<file path="config.mk">
export PLATFORM = sky130hd
export DESIGN_NAME = npc_stage_ctrl
export DESIGN_NICKNAME = d
export VERILOG_FILES = /design/src/rtl/npc_stage_ctrl.sv
export SDC_FILE = /design/constraint.sdc
export NUM_CORES = 1
export LEC_CHECK = 0
export BUFFER_PORTS_ARGS = -buffer_cell sky130_fd_sc_hd__clkbuf_2
export CAP_MARGIN = 0
export CELL_PAD_IN_SITES_DETAIL_PLACEMENT = 0
export CELL_PAD_IN_SITES_GLOBAL_PLACEMENT = 1
export CORE_UTILIZATION = 25
export CTS_CLUSTER_DIAMETER = 150
export CTS_CLUSTER_SIZE = 28
export DETAILED_ROUTE_END_ITERATION = 7
export GPL_TIMING_DRIVEN = 1
export PLACE_DENSITY = 0.52
export SLEW_MARGIN = 10
export SYNTH_ARGS = -nofsm -noshare
export SYNTH_HDL_FRONTEND = slang
export SYNTH_SLANG_ARGS = --single-unit
</file>
<file path="constraint.sdc">
create_clock -name clk -period 3 [get_ports clk]
set_input_delay 0.15 -clock clk [delete_from_list [all_inputs] [get_ports clk]]
set_output_delay 0.15 -clock clk [all_outputs]
set_load 0.05 [all_outputs]
</file>
<file path="src/rtl/npc_stage_ctrl.sv">
// Multi-cycle instruction sequencer: walks IF/ID/EX/LS/WB stages, retires instructions,
// and stops on ebreak (HALT) or a stuck stage (ERR, watchdog).
module npc_stage_ctrl #(
  parameter int unsigned TIMEOUT = 200
) (
  input  logic        clk,
  input  logic        rst,
  input  logic        run,
  input  logic        ifu_done,
  input  logic        idu_done,
  input  logic        exu_done,
  input  logic        lsu_done,
  input  logic        mem_access,
  input  logic        is_ebreak,
  input  logic        is_ecall,
  output logic        ifu_start,
  output logic        idu_start,
  output logic        exu_start,
  output logic        lsu_start,
  output logic        reg_wen,
  output logic        pc_we,
  output logic        pc_sel_trap,
  output logic        halted,
  output logic        timeout,
  output logic [2:0]  state,
  output logic [31:0] retired
);

  typedef enum logic [2:0] {
    StIdle = 3'd0,
    StIf   = 3'd1,
    StId   = 3'd2,
    StEx   = 3'd3,
    StLs   = 3'd4,
    StWb   = 3'd5,
    StHalt = 3'd6,
    StErr  = 3'd7
  } state_e;

  localparam logic [7:0] WdogLast = 8'(TIMEOUT - 1);

  state_e      state_q, state_d;
  logic        entry_q;
  logic        mem_q, mem_d;
  logic        ecall_q, ecall_d;
  logic [7:0]  wdog_q, wdog_d;
  logic [31:0] retired_q, retired_d;
  logic        in_stage;
  logic        stage_done;

  always_comb begin
    state_d    = state_q;
    mem_d      = mem_q;
    ecall_d    = ecall_q;
    retired_d  = retired_q;
    in_stage   = 1'b0;
    stage_done = 1'b0;

    unique case (state_q)
      StIdle: begin
        if (run) state_d = StIf;
      end
      StIf: begin
        in_stage   = 1'b1;
        stage_done = ifu_done;
        if (ifu_done) state_d = StId;
      end
      StId: begin
        in_stage   = 1'b1;
        stage_done = idu_done;
        if (idu_done) begin
          mem_d   = mem_access;
          ecall_d = is_ecall;
          // ebreak takes priority over ecall when both decode
          state_d = is_ebreak ? StHalt : StEx;
        end
      end
      StEx: begin
        in_stage   = 1'b1;
        stage_done = exu_done;
        if (exu_done) state_d = mem_q ? StLs : StWb;
      end
      StLs: begin
        in_stage   = 1'b1;
        stage_done = lsu_done;
        if (lsu_done) state_d = StWb;
      end
      StWb: begin
        retired_d = retired_q + 32'd1;
        state_d   = run ? StIf : StIdle;
      end
      default: ;
    endcase

    if (in_stage && !stage_done && (wdog_q == WdogLast)) state_d = StErr;

    if ((state_d == StIf) && (state_q != StIf)) begin
      mem_d   = 1'b0;
      ecall_d = 1'b0;
    end

    // Counts consecutive stalled cycles; any state change restarts it
    wdog_d = ((state_d != state_q) || !in_stage) ? 8'd0 : wdog_q + 8'd1;
  end

  always_ff @(posedge clk) begin
    if (rst) begin
      state_q   <= StIdle;
      entry_q   <= 1'b0;
      mem_q     <= 1'b0;
      ecall_q   <= 1'b0;
      wdog_q    <= 8'd0;
      retired_q <= 32'd0;
    end else begin
      state_q   <= state_d;
      entry_q   <= (state_d != state_q);
      mem_q     <= mem_d;
      ecall_q   <= ecall_d;
      wdog_q    <= wdog_d;
      retired_q <= retired_d;
    end
  end

  always_comb begin
    ifu_start   = entry_q && (state_q == StIf);
    idu_start   = entry_q && (state_q == StId);
    exu_start   = entry_q && (state_q == StEx);
    lsu_start   = entry_q && (state_q == StLs);
    pc_we       = (state_q == StWb);
    reg_wen     = (state_q == StWb) && !ecall_q;
    pc_sel_trap = (state_q == StWb) && ecall_q;
    halted      = (state_q == StHalt) || (state_q == StErr);
    timeout     = (state_q == StErr);
    state       = state_q;
    retired     = retired_q;
  end

endmodule

</file>
# [Word-level counts from Yosys, hierarchy flattened]
# Cells that the tools add are included.
[totals] ff_bits=46 in_bits=10 elab_cells=50 out_inout_bits=44
[op_classes] eq_ne=11 muxes=12 addsub=2 n_reduce_logical=19
[ops] cell="$add 32x1->32 const B" n=1
[ops] cell="$mux 3" n=7
[ops] cell="$pmux 3 s6" n=1
[ops] cell="$eq 3x3->1 const B" n=4
[ops] cell="$logic_and 1x1->1" n=9
[ops] cell="$add 8x1->8 const B" n=1
[ops] cell="$eq 8x8->1 const B" n=1
[ops] cell="$eq 3x1->1 const B" n=2
[ops] cell="$eq 3x2->1 const B" n=2
[ops] cell="$pmux 1 s4" n=1
[ops] cell="$reduce_or 2->1" n=2
[ops] cell="$reduce_or 4->1" n=1
[ops] cell="$logic_not 1->1" n=3
[ops] cell="$logic_not 3->1" n=1
[ops] cell="$mux 1" n=3
[ops] cell="$ne 3x1->1 const B" n=1
[ops] cell="$ne 3x3->1" n=1
[ops] cell="$logic_or 1x1->1" n=2
[ops] cell="$reduce_and 2->1" n=1

# [Longest topological paths before layout]
[depth] depth_word=9 depth_mapped=6

# [Worst setup path after synthesis]
# No wires, ideal clock.
[synth_path] path_kind="reg-to-output" start="register state_q[0], in the netlist state[0]" end="output port ifu_start" path_slack_ps=583 t_arrival_ps=2267 path_buffers=1 stages_incl_launch_ff=4 path_cell_list="dfxtp_1 -> clkbuf_1 -> nand2b_1 -> nor3b_1"
[synth_between] elab_chain_cells=2
[synth_lines] element="from (decl)" line_no="42" text="state_e state_q, state_d;"
[synth_lines] element="from (signal assigned)" line_no="108" text="state_q <= StIdle;"
[synth_lines] element="from (signal assigned)" line_no="115" text="state_q <= state_d;"
[synth_lines] element="$eq 3x1->1" line_no="125" text="ifu_start = entry_q && (state_q == StIf);"
[synth_lines] element="$logic_and 1x1->1" line_no="125"
[synth_lines] element="to (decl)" line_no="16" text="output logic ifu_start,"
# No other way between the ends.

# [Worst setup path after layout]
[layout_path] start="register state_q[2], in the netlist state[2]" end="output port reg_wen"
[layout_between] elab_chain_cells=2
[layout_lines] element="$eq 3x3->1" line_no="130" text="reg_wen = (state_q == StWb) && !ecall_q;"
[layout_lines] element="$logic_and 1x1->1" line_no="130"
[layout_lines] element="to (decl)" line_no="20" text="output logic reg_wen,"
# No other way between the ends.

==> out/metrics.yaml <==
clock_latency_ns: 0.30
hold_buffers: 0
synthCells: 281
cp_max_fo: 12
status: "completed"
die_area_um2: 10100
synth_top_area_share: 0.381
ff2ff_path_depth: 5
leakagePower_nw: 1.09
grt_pass1_vias: 2111
layout_common_cells: "clkbuf_2 (53), dfxtp_1 (46), a21oi_1 (22), nand2_1 (20), nor2_1 (19)"
vdd_drop_max_v: 0.000186
h-tree-depth: 2
worstPathRequired_ns: 2.85
fmax_ghz: 0.457
p_per_area_nw_per_um2: 429
fin_skew_ns: 0.00575
ys_async_sr_fraction: 0
wl_um: 6360
die_y_um: 100
hold_depth: 3
antenna_left: 0
num_antenna_cells: 0
chipWidth_um: 100
cp-end-kind: "output port"
tns_ns: 0
grt_overflow_total: 0
startpoint_type: "flip-flop"
dr.pass1.iters: 4
synth_area_um2: 2420
grt_first_pass_wirelength_um: 10500
power.internal_mw: 0.930
final_util: 0.311
drtIter0Drc: 78
nets: 343
num_io_pins: 54
synth_edf_count: 0
wl_met3_um: 244
yosysTopAreaCell: "dfxtp_1"
critPathKind: "flip-flop to output port"
rsz0062_at_grt: "false"
synth_cell_types: 48
avgSynthCellArea_um2: 8.61
drive_gt1_frac: 0.224
cp.arrival_ns: 2.04
max_cap_viol_count: 0
clk_path_buf_depth: 2
syn_nets: 293
synth_seq_cells: 46
total_power_mw: 1.24
hold_ws_ns: 0.0930
gp_congestion: 0.752
dr_total_vias: 2270
worstHoldStart: "is_ecall"
drc: 0
worst_pin_slew_ns: 0.780
antenna_found_initial: 0
final-setup-viol-count: 0
post_cts_buffers: 0
synth-main-ff-cell: "dfxtp_1"
clockPowerShare: 0.385
cts_num_sinks: 46
path_cells: "buf_4, nor2b_1, nand2_1, nor2_1, clkbuf_2"
r2r_setup_slack_ns: 0.81
dp_hpwl_um: 4560
final.period_utilization: 0.729
cp_slowest_cell: "dfxtp_1"
port_buffers: 53
slew_headroom: 0.476
hold_path_class: "input pin to flip-flop"
p_switching_mw: 0.315
yosysSeqAreaShare: 0.381
swShare: 0.253
final_common_cell: "clkbuf_2"
gr-usage-all-layers: 0.131
initial_core_util: 0.259
grt_max_degree: 36
comb_power_share: 0.109
drt-met1-wl_um: 3110
wl_per_cell_um: 13.8
reg2reg_to: "retired[22]"
path_clk_slew_ns: 0.08
drv_slew: 0
finalHoldViolCount: 0
met2_length_um: 2950
cts.repair.resized: 0
max_stage_delay_ns: 0.50
fp-row-count: 35
root_buffer: "clkbuf_8"
coreArea_um2: 9330
timing.rr.start: "retired[4]"
via_per_inst: 4.93
worstHoldEndpoint: "ecall_q"
yosys-top-cells-area: "dfxtp_1 (38%), o31ai_1 (5.0%), a21oi_1 (4.6%)"
yosysWarnings: 0
seqPwrFrac: 0.506
numCtsBuffers: 5
syn_to_final_growth_pct: 20.0
period_minus_slack_ns: 2.19
cts_tree: "yes"
routed.top_layer: "met4"
synth_stat cells (all sizes together) (7+ instances only):
| cell | number |
|---|---|
| or4 | 18 |
| a21oi | 22 |
| dfxtp | 46 |
| nand2 | 20 |
| nor2 | 19 |
| nand4 | 9 |
| xor2 | 8 |
| and3 | 8 |
| clkbuf | 11 |
| nor3 | 10 |
| nand3 | 17 |
| o31ai | 16 |
| inv | 7 |
| xnor2 | 10 |
final cells by class:
cell class / instances / area [um2]
repair buffers: 59 / 310
well taps: 129 / 161
flip-flops and latches: 46 / 921
fillers: 1017 / 6420
multi-input cells: 212 / 1370
clock inverters: 1 / 30.0
inverters: 7 / 26.3
clock buffers: 6 / 82.6
flip-flops by register name, summed over array words and instances, names as in the netlist:
signal,count
retired,32
wdog_q,8
state,3
ecall_q,1
entry_q,1
mem_q,1
worst max-delay path by stage:
stage / depth (start not counted) / from / endpoint / slack (ns)
after global routing: 5 / state[2] / reg_wen / 0.61
after floorplan: 3 / state[0] / ifu_start / 0.58
after CTS: 5 / state[2] / reg_wen / 0.77
after global placement: 5 / retired[4] / retired[22] / 0.84
after detailed placement: 5 / retired[4] / retired[22] / 0.80
final: 5 / state[2] / reg_wen / 0.81
power groups by stage:
stage	registers, mW	clock network (mW)	logic (mW)
2_1_floorplan	0.655	0	0.0847
3_3_place_gp	0.644	0	0.141
3_5_place_dp	0.644	0	0.137
4_1_cts	0.630	0.503	0.137
5_1_grt	0.633	0.527	0.150
6_report	0.629	0.479	0.136
worst max-delay path: cells and delay by family (launching register included):
family,cells,cell delay [ns]
AND/OR/NAND/NOR,3,0.73
buffers and inverters,2,0.52
flip-flops,1,0.50
through the flow:
| step | setup WS, ns | instances | cell area, um2 |
|---|---|---|---|
| after global routing | 0.607 | 460 | 2900 |
| after floorplan | 0.583 | 281 | 2420 |
| after CTS | 0.766 | 460 | 2900 |
| after detailed placement | 0.804 | 453 | 2790 |
| final | 0.812 | 460 | 2900 |
| after global placement | 0.835 | 453 | 2790 |
layer usage:
layer | vias up | GRT usage
met5 | - | 0
li1 | 1155 | -
met1 | 1069 | 0.169
met2 | 42 | 0.219
met3 | 4 | 0.0286
met4 | 0 | 0.0368
kinds of logic after synthesis:
group / after synthesis / synth area share
multiplexers: 3 / 0.0129
flip-flops: 46 / 0.381
AND/OR/NAND/NOR: 132 / 0.323
buffers and inverters: 23 / 0.0522
XOR/XNOR: 18 / 0.0651
adder cells (fa/ha/maj): 2 / 0.0103
AO/OA/AOI/OAI: 57 / 0.156
Note: power is estimated with default switching activity, not from simulation.
